File: src/rtl/floor_pkg.sv
// Shared types and screen/floor geometry for the scrolling-floor scheduler.
// The helper folds a 10-bit LFSR value into a respawn column below a limit.
package floor_pkg;

    typedef enum logic [1:0] {
        ST_IDLE = 2'b00,
        ST_PLAY = 2'b01,
        ST_OVER = 2'b10
    } game_state_t;

    localparam int NUM_FLOORS = 5;
    localparam int SCREEN_W   = 640;
    localparam int SCREEN_H   = 480;
    localparam int FLOOR_W    = 90;
    localparam int FLOOR_H    = 20;

    // A single subtraction is enough because 1023 - lim < lim for any lim >= 512.
    function automatic logic [9:0] wrap_x(input logic [9:0] v, input logic [9:0] lim);
        return (v >= lim) ? (v - lim) : v;
    endfunction

endpackage

File: src/rtl/rr_arbiter.sv
// Round-robin arbiter: grants the first requester at or after the pointer,
// then moves the pointer just past the winner.
module rr_arbiter #(
    parameter int N = 5,
    localparam int IW = (N > 1) ? $clog2(N) : 1
) (
    input  logic         clk,
    input  logic         srst,
    input  logic         en,
    input  logic [N-1:0] req,
    output logic [N-1:0] gnt
);

    localparam logic [IW-1:0] LAST = IW'(N - 1);

    logic [IW-1:0] ptr_q, ptr_d;
    logic [IW-1:0] cur;
    logic [IW-1:0] gnt_idx;
    logic          found;

    always_comb begin
        gnt     = '0;
        found   = 1'b0;
        gnt_idx = '0;
        cur     = ptr_q;
        for (int k = 0; k < N; k++) begin
            if (en && !found && req[cur]) begin
                found    = 1'b1;
                gnt[cur] = 1'b1;
                gnt_idx  = cur;
            end
            cur = (cur == LAST) ? '0 : cur + 1'b1;
        end
    end

    always_comb begin
        ptr_d = ptr_q;
        if (found) begin
            ptr_d = (gnt_idx == LAST) ? '0 : gnt_idx + 1'b1;
        end
    end

    always_ff @(posedge clk) begin
        if (srst) begin
            ptr_q <= '0;
        end else begin
            ptr_q <= ptr_d;
        end
    end

endmodule

File: src/rtl/floor_scheduler.sv
// Game-state FSM, frame-synchronous scroll tick/step generation and
// round-robin floor respawn grants carrying an LFSR-derived X position.
module floor_scheduler
    import floor_pkg::*;
#(
    parameter int          NUM_FLOORS    = floor_pkg::NUM_FLOORS,
    parameter int          SCROLL_DIV    = 1,
    parameter int          MAX_STEP      = 4,
    parameter int          RESPAWN_X_MAX = 550,
    parameter logic [9:0]  LFSR_SEED     = 10'h1AB
) (
    input  logic                  Clk,
    input  logic                  Reset,
    input  logic                  frame_clk,
    input  logic                  start,
    input  logic                  player_dead,
    input  logic [3:0]            score1,
    input  logic [3:0]            score0,
    input  logic [NUM_FLOORS-1:0] respawn_req,
    output logic [NUM_FLOORS-1:0] respawn_gnt,
    output logic [9:0]            respawn_x,
    output logic                  scroll_tick,
    output logic [9:0]            floor_step,
    output logic [1:0]            game_state
);

    localparam int            DW       = (SCROLL_DIV > 1) ? $clog2(SCROLL_DIV) : 1;
    localparam logic [DW-1:0] DIV_LAST = DW'(SCROLL_DIV - 1);
    localparam logic [9:0]    STEP_CAP = 10'(MAX_STEP);
    localparam logic [9:0]    X_LIMIT  = 10'(RESPAWN_X_MAX);

    game_state_t           state_q, state_d;
    logic                  in_play, stay_play;
    logic                  frame_clk_d_q, frame_rise;
    logic [DW-1:0]         div_q, div_d;
    logic                  tick_q, tick_d;
    logic [3:0]            score_sat;
    logic [9:0]            step_raw;
    logic [9:0]            step_q, step_d;
    logic [9:0]            lfsr_q, lfsr_d;
    logic [NUM_FLOORS-1:0] gnt_q, arb_req, arb_gnt;
    logic [9:0]            x_q, x_d;
    logic                  score0_unused;

    // The units digit does not influence scrolling speed.
    assign score0_unused = ^score0;

    assign frame_rise = frame_clk & ~frame_clk_d_q;

    always_ff @(posedge Clk) begin
        if (Reset) begin
            state_q <= ST_IDLE;
        end else begin
            state_q <= state_d;
        end
    end

    always_comb begin
        state_d = ST_IDLE;
        case (state_q)
            ST_IDLE: state_d = start ? ST_PLAY : ST_IDLE;
            ST_PLAY: state_d = player_dead ? ST_OVER : ST_PLAY;
            ST_OVER: state_d = start ? ST_IDLE : ST_OVER;
            default: state_d = ST_IDLE;
        endcase
    end

    // Ticks and grants are only issued when the next cycle is still PLAY,
    // so neither output can ever be observed outside PLAY.
    always_comb begin
        game_state = state_q;
        in_play    = (state_q == ST_PLAY);
        stay_play  = in_play && (state_d == ST_PLAY);
    end

    always_comb begin
        div_d  = div_q;
        tick_d = 1'b0;
        if (!in_play) begin
            div_d = '0;
        end else if (frame_rise) begin
            if (div_q == DIV_LAST) begin
                div_d  = '0;
                tick_d = stay_play;
            end else begin
                div_d = div_q + 1'b1;
            end
        end
    end

    always_comb begin
        score_sat = (score1 > 4'd9) ? 4'd9 : score1;
        step_raw  = 10'd1 + {7'd0, score_sat[3:1]};
        step_d    = step_q;
        if (!in_play) begin
            step_d = 10'd1;
        end else if (frame_rise) begin
            step_d = (step_raw > STEP_CAP) ? STEP_CAP : step_raw;
        end
    end

    assign lfsr_d = {lfsr_q[8:0], lfsr_q[9] ^ lfsr_q[6]};

    // Masking the slot granted last cycle keeps a late-dropping requester
    // from winning twice in a row.
    assign arb_req = stay_play ? (respawn_req & ~gnt_q) : '0;
    assign x_d     = (arb_gnt != '0) ? wrap_x(lfsr_q, X_LIMIT) : 10'd0;

    rr_arbiter #(.N(NUM_FLOORS)) u_arb (
        .clk  (Clk),
        .srst (Reset),
        .en   (stay_play),
        .req  (arb_req),
        .gnt  (arb_gnt)
    );

    always_ff @(posedge Clk) begin
        if (Reset) begin
            frame_clk_d_q <= 1'b0;
            div_q         <= '0;
            tick_q        <= 1'b0;
            step_q        <= 10'd1;
            lfsr_q        <= LFSR_SEED;
            gnt_q         <= '0;
            x_q           <= 10'd0;
        end else begin
            frame_clk_d_q <= frame_clk;
            div_q         <= div_d;
            tick_q        <= tick_d;
            step_q        <= step_d;
            lfsr_q        <= lfsr_d;
            gnt_q         <= arb_gnt;
            x_q           <= x_d;
        end
    end

    assign respawn_gnt = gnt_q;
    assign respawn_x   = x_q;
    assign scroll_tick = tick_q;
    assign floor_step  = step_q;

endmodule

File: config.mk
export PLATFORM = sky130hd
export DESIGN_NAME = floor_scheduler
export DESIGN_NICKNAME = d
export VERILOG_FILES = /design/src/rtl/floor_pkg.sv /design/src/rtl/rr_arbiter.sv /design/src/rtl/floor_scheduler.sv
export SDC_FILE = /design/constraint.sdc
export NUM_CORES = 1
export LEC_CHECK = 0
export CAP_MARGIN = 0
export CORE_ASPECT_RATIO = 2
export CORE_MARGIN = 2
export CORE_UTILIZATION = 58
export DETAILED_ROUTE_END_ITERATION = 12
export PLACE_DENSITY = 0.86
export SLEW_MARGIN = 20
export SYNTH_ARGS = -nofsm -noshare
export SYNTH_HDL_FRONTEND = slang
export SYNTH_SLANG_ARGS = --single-unit
File: constraint.sdc
create_clock -name Clk -period 8.6 [get_ports Clk]
set_input_delay 1.72 -clock Clk [delete_from_list [all_inputs] [get_ports Clk]]
set_output_delay 1.72 -clock Clk [all_outputs]
set_load 0.01 [all_outputs]
==> results of run 1 <==
[flip-flops by register name, summed over array words and instances (netlist names)]
register,count
floor_step,4
respawn_gnt,5
scroll_tick,1
frame_clk_d_q,1
lfsr_q,10
game_state,2
u_arb.ptr_q,3
respawn_x,10
[final cells by class]
type / count / area share [%]
flip-flops and latches: 36 / 23.4
multi-input cells: 258 / 59.3
clock inverters: 1 / 0.163
clock buffers: 6 / 2.36
inverters: 12 / 1.47
repair buffers: 34 / 11.1
well taps: 55 / 2.24
[synthesized netlist by cell type (6+ instances only)]
| master | count | area share, % |
|---|---|---|
| dfxtp_1 | 36 | 27 |
| nor2_1 | 30 | 4.2 |
| nand2_1 | 28 | 3.9 |
| a21oi_1 | 19 | 3.5 |
| ha_1 | 11 | 5.1 |
| nand3_1 | 11 | 2.0 |
| nor2b_1 | 11 | 2.6 |
| inv_1 | 9 | 1.3 |
| nor3_1 | 9 | 1.7 |
| o21ai_0 | 9 | 1.7 |
| buf_4 | 8 | 2.2 |
| mux2i_1 | 8 | 3.0 |
| a211oi_1 | 7 | 2.0 |
| nand2b_1 | 6 | 1.4 |
| or2_2 | 6 | 1.4 |
| xnor2_1 | 6 | 2.0 |
[power by group through the flow]
stage	Sequential (W)	Combinational (W)	Clock [W]
2_1_floorplan	0.000197	0.000339	0
3_3_place_gp	0.000208	0.000411	0
3_5_place_dp	0.000208	0.000418	0
4_1_cts	0.000205	0.000421	0.000113
5_1_grt	0.000208	0.000462	0.000119
6_report	0.000206	0.000428	0.000111
[final timing paths]
path | from | end | slack [ps] | depth (start not counted)
max reg2reg | u_arb.ptr_q[0] | u_arb.ptr_q[2] | 2890 | 18
min | lfsr_q[0] | respawn_x[0] | 430 | 2
min reg2reg | lfsr_q[0] | respawn_x[0] | 430 | 2
max | u_arb.ptr_q[0] | u_arb.ptr_q[2] | 2890 | 18
[through the flow]
stage	total power (W)	instances	area [um2]	hold WS (ps)
final	0.000744	402	3070	434
after global routing	0.000789	402	3070	456
after CTS	0.000738	402	3070	439
after detailed placement	0.000627	395	3000	427
after global placement	0.000619	395	3000	421
after floorplan	0.000536	326	2710	407
[worst reg2reg max path, stage by stage, from the launching register on]
cell       delay [ps]
dfxtp_1           660
clkinv_1          400
ha_1              460
nand2_1           140
ha_1              210
o21ai_1           110
a22o_1            310
inv_2             190
ha_1              370
a2111oi_4          90
nor4_4            510
mux2_4            360
a211o_1           310
and3_1            220
nor2_1            200
mux2_2            370
ha_1              210
or3_1             370
a31oi_1           160
[layer usage]
layer | global-route usage (%) | vias up | wire, um
met5 | 0 | - | 0
met3 | 2.98 | 44 | 224
met2 | 51.8 | 93 | 3830
met1 | 28.3 | 1197 | 2450
li1 | - | 1217 | -
met4 | 25.0 | 0 | 658
[logic make-up (layout without fill, tap and decap cells)]
| group | after synthesis | in the layout |
|---|---|---|
| DFF | 36 | 36 |
| xor gates and xnor gates | 7 | 7 |
| other | 1 | 6 |
| adders and majority gates | 11 | 11 |
| muxes | 13 | 13 |
| and+or+nand+nor | 137 | 137 |
| buffers and inverters | 32 | 53 |
| AOI/OAI and AO/OA | 84 | 84 |
==> summary.md, run 1 <==
| Metric | Value |
|---|---|
| CTS Root Cell | clkbuf_8 |
| Ys flop type | dfxtp_1 |
| Post-detail-place hpwl | 5540 um |
| CTS tree | built |
| Drt via density | 6.35 |
| Most common cell after layout, fill and taps aside | dfxtp_1 |
| Max-slew violations | 0 |
| Synth Area in Compound Gates | 25.5% |
| Count of cell types in the netlist | 71 |
| Async SR Flop Fraction | 0% |
| Top-level I/O count | 46 |
| Final Hold Violating Endpoints | 0 |
| Setup ws final | 2890 ps |
| Power Density | 242 nW/um2 |
| Register bit total from synthesis | 36 |
| DRT iter0 DRCs | 54 |
| Area Overhead vs Synth | 14.2% |
| DR WL/cell | 17.8 um |
| I/O Buffers | 34 |
| Clk sink count | 36 |
| Setup TNS Final | 0 ps |
| Register area share after synthesis | 26.8% |
| First-pass GRT wire length | 11600 um |
| Worst hold path class | flop to flop |
| Crit-path max cell delay | 660 ps |
| Req. time, crit path | 8810 ps |
| Global placer's final weighted congestion | 0.934 |
| Fillcell total | 372 |
| Worst-margin pin slew | 1050 ps |
| CP top delay family | simple AND/OR/NAND/NOR gates |
| Drt pass-1 iters | 4 |
| Register area | 721 um2 |
| # nets final | 376 |
| Global-route total usage across every layer | 29.2% |
| Mux cell area share after synthesis | 5.62% |
| Crit end category | flop |
| Max-cap violation count | 0 |
| Worst rel slew slack | 30.2% |
| Vias post-DR | 2551 |
| Multi-input gate area | 1820 um2 |
| Slowest stage cell, crit path | dfxtp_1 |
| Synth warn | 0 |
| Clk buf depth | 2 |
| Layout cells sized above 1 | 11.0% |
| Unrepaired setup endpoints after global routing | false |
| Final Cycle Share | 66.4% |
| Crit-path cells | clkinv_1 -> ha_1 -> nand2_1 -> ha_1 -> o21ai_1 -> a22o_1 -> inv_2 -> ha_1 -> a2111oi_4 -> nor4_4 -> mux2_4 -> a211o_1 -> and3_1 -> nor2_1 -> mux2_2 -> ha_1 -> or3_1 -> a31oi_1 |
| Antenna-violating nets left | 0 |
| Vias in the first global route | 2568 |
| Die Ht | 100 um |
| CORE AREA | 4550 um2 |
| Std cell rows | 35 |
| Synthesized area per cell | 8.39 um2 |
| Flop pwr share | 27.7% |
| EDFF count, synth | 0 |
| Overflow left after global routing | 0 |
| Post-synthesis adder-cell area fraction | 5.11% |
| Synth Instances | 321 |
| Critical path class | flop to flop |
| Antenna Cells | 0 |
| Logic pwr share | 57.5% |
| Final setup skew | 9.18 ps |
| Synth Area in XOR/XNOR | 2.28% |
| Largest net degree at the start of global routing | 28 |
| Sw power | 0.000348 W |
| Most frequent cell on the critical path | ha_1 |
| Status | finished clean |
| Main combinational cell family by area after synthesis | simple AND/OR/NAND/NOR gates |
| DIE AREA | 5240 um2 |
| Worst-path clk slew | 70 ps |
| Dpl ws | 2840 ps |
| DRT Wirelength | 7160 um |
| Synth Area in Simple Gates | 28.3% |
| CTS buffer count | 5 |
| Hold-fix buffers, CTS | 0 |
| # setup viols final | 0 |
| CP max FO | 14 |
| WP data arrival | 5920 ps |
| Worst setup SP type | flop |
| Leakage | 1.13 nW |
| Max rail drop VDD | 0.211 mV |
| Drt drc | 0 |
| Sw Share | 46.8% |
| Final Util | 67.5% |
| H-tree Lvls | 2 |
| CTS resizes | 0 |
| Worst skew pair latency | 280 ps |
| Int Pwr | 0.000396 W |
| Initial Util | 59.1% |
| Die X | 52.2 um |
| Clk network pwr share | 14.9% |
| Mapped Area | 2690 um2 |
| Most frequent cells in the layout | dfxtp_1 (36), clkdlybuf4s50_1 (34), nor2_1 (30) |
| Post-CTS Setup Bufs | 0 |
| Antenna violations before repair | 0 |
| Buffer and inverter count on the worst path | 2 |
| Period minus WS final | 5710 ps |
| Fmax | 175 MHz |
(Power assumes the default switching activity.)
==> inputs of run 2 (changes only) <==
--- a/config.mk
+++ b/config.mk
@@ -8,9 +8,9 @@
 export CAP_MARGIN = 0
 export CORE_ASPECT_RATIO = 2
 export CORE_MARGIN = 2
-export CORE_UTILIZATION = 58
+export CORE_UTILIZATION = 54
 export DETAILED_ROUTE_END_ITERATION = 12
-export PLACE_DENSITY = 0.86
+export PLACE_DENSITY = 0.81
 export SLEW_MARGIN = 20
 export SYNTH_ARGS = -nofsm -noshare
 export SYNTH_HDL_FRONTEND = slang
==> constraint.sdc (replaced) <==
create_clock -name Clk -period 5.9 [get_ports Clk]
set_input_delay 1.18 -clock Clk [delete_from_list [all_inputs] [get_ports Clk]]
set_output_delay 1.18 -clock Clk [all_outputs]
set_load 0.01 [all_outputs]
==> run 2 against run 1 <==
Critical path depth is the same; flip-flop and latch count is the same; register-to-register slack lost 2000 ps; worst hold slack lost 3.6 ps; routed wire length shrank 1.5%; final area grew 1.8%; sequential share of layout area shrank 0.41 points; critical endpoint unchanged; power grew 48%; fmax grew 13%; global-route usage shrank 2.0 points; critical path type unchanged; clock power grew 45%; highest routed layer unchanged.
==> summary.md, run 2 (synthesis results as in run 1) <==
| Metric | Value |
|---|---|
| Most common cell after layout, fill and taps aside | dfxtp_1 |
| Std cell rows | 36 |
| Post-detail-place hpwl | 5650 um |
| Drt pass-1 iters | 4 |
| Final setup skew | 7.72 ps |
| Multi-input gate area | 1820 um2 |
| Setup TNS Final | 0 ps |
| Worst hold path class | flop to flop |
| Vias in the first global route | 2520 |
| Layout cells sized above 1 | 12.7% |
| Global placer's final weighted congestion | 0.983 |
| H-tree Lvls | 2 |
| Area Overhead vs Synth | 16.2% |
| CTS resizes | 0 |
| Worst-margin pin slew | 959 ps |
| Unrepaired setup endpoints after global routing | false |
| Final Cycle Share | 85.3% |
| Largest net degree at the start of global routing | 28 |
| Antenna violations before repair | 0 |
| Worst-path clk slew | 70 ps |
| Die Ht | 104 um |
| Die X | 53.9 um |
| Leakage | 1.17 nW |
| I/O Buffers | 34 |
| CTS Root Cell | clkbuf_8 |
| Status | finished clean |
| Max-slew violations | 0 |
| WHS | 430 ps |
| DIE AREA | 5600 um2 |
| WP data arrival | 5260 ps |
| Hold-fix buffers, CTS | 0 |
| Post-CTS Setup Bufs | 0 |
| Fillcell total | 421 |
| Drt drc | 0 |
| Global-route total usage across every layer | 27.2% |
| Period minus WS final | 5040 ps |
| Antenna-violating nets left | 0 |
| CTS tree | built |
| Req. time, crit path | 6120 ps |
| Worst skew pair latency | 290 ps |
| First-pass GRT wire length | 11300 um |
| # nets final | 383 |
| Most frequent cells in the layout | dfxtp_1 (36), clkdlybuf4s50_1 (34), nor2_1 (30) |
| Max rail drop VDD | 0.315 mV |
| Crit end category | flop |
| Clk buf depth | 2 |
| Max-cap violation count | 0 |
| Fmax | 199 MHz |
| Worst setup SP type | flop |
| Drt via density | 6.15 |
| CORE AREA | 4820 um2 |
| Worst rel slew slack | 35.9% |
| CP max FO | 9 |
| Final Hold Violating Endpoints | 0 |
| Top-level I/O count | 46 |
| Register area | 721 um2 |
| Power Density | 351 nW/um2 |
| Vias post-DR | 2529 |
| Initial Util | 55.9% |
| DRT iter0 DRCs | 82 |
| Overflow left after global routing | 0 |
| DR WL/cell | 17.2 um |
| # setup viols final | 0 |
| Critical path class | flop to flop |
| Clk sink count | 36 |
| DRT Wirelength | 7050 um |
| Antenna Cells | 0 |
| Final Util | 64.9% |
| CTS buffer count | 5 |
## run 2: cell count changes in the layout (fill, tap and decap cells not counted)
cell / before / now
buf_4: 0 / 7
## run 2: stage by stage
step | cells | power [W] | worst slack, ps | area (um2)
after floorplan | 326 | 0.000781 | 1160 | 2710
after global placement | 404 | 0.000921 | 903 | 3050
after detailed placement | 404 | 0.000936 | 857 | 3050
after CTS | 411 | 0.00110 | 870 | 3130
after global routing | 411 | 0.00117 | 587 | 3130
final | 411 | 0.00110 | 865 | 3130
## run 2: layer usage
metal,vias up,routed length (um),GRT usage [%]
met1,1180,2420,25.0
met5,-,0,0
met2,80,3830,47.6
met3,40,190,3.74
met4,0,607,23.1
li1,1229,-,-
## run 2: area by class of cell
class                      instances  share of cell area, %
tap                               57                   2.28
multi-input combinational        258                   58.2
sequential                        36                   23.0
inverter                          12                   1.44
clock buffer                       6                   2.32
clock inverter                     1                  0.160
timing repair buffer              41                   12.6
## run 2: final timing paths
check	startpoint	end	slack, ps	depth (start not counted)
max reg2reg	u_arb.ptr_q[0]	u_arb.ptr_q[2]	860	18
min	lfsr_q[0]	respawn_x[0]	430	2
max	u_arb.ptr_q[0]	u_arb.ptr_q[2]	860	18
min reg2reg	lfsr_q[0]	respawn_x[0]	430	2
## run 2: power by group
part,total (W),switching [W],internal [W],leakage (nW)
Combinational,0.000656,0.000409,0.000247,0.832
Sequential,0.000283,0.0000177,0.000265,0.295
Clock,0.000161,0.0000805,0.0000800,0.0410
Total,0.00110,0.000507,0.000592,1.17
## run 2: critical path, stage by stage, from the launching register on
cell	delay, ps
dfxtp_1	310
clkinv_1	150
ha_1	360
a21o_1	310
ha_1	240
o21ai_1	100
a22o_1	290
inv_2	90
ha_1	360
a2111oi_4	90
nor4_4	500
mux2_4	360
a211o_1	300
and3_1	220
nor2_1	210
mux2_2	360
ha_1	190
or3_1	370
a31oi_1	160
==> inputs of run 3 (changes only) <==
--- a/config.mk
+++ b/config.mk
@@ -15,3 +15,4 @@
 export SYNTH_ARGS = -nofsm -noshare
 export SYNTH_HDL_FRONTEND = slang
 export SYNTH_SLANG_ARGS = --single-unit
+export TNS_END_PERCENT = 1
==> results of run 3 <==
The final DEF is identical to that of run 2; final timing and power are the same.
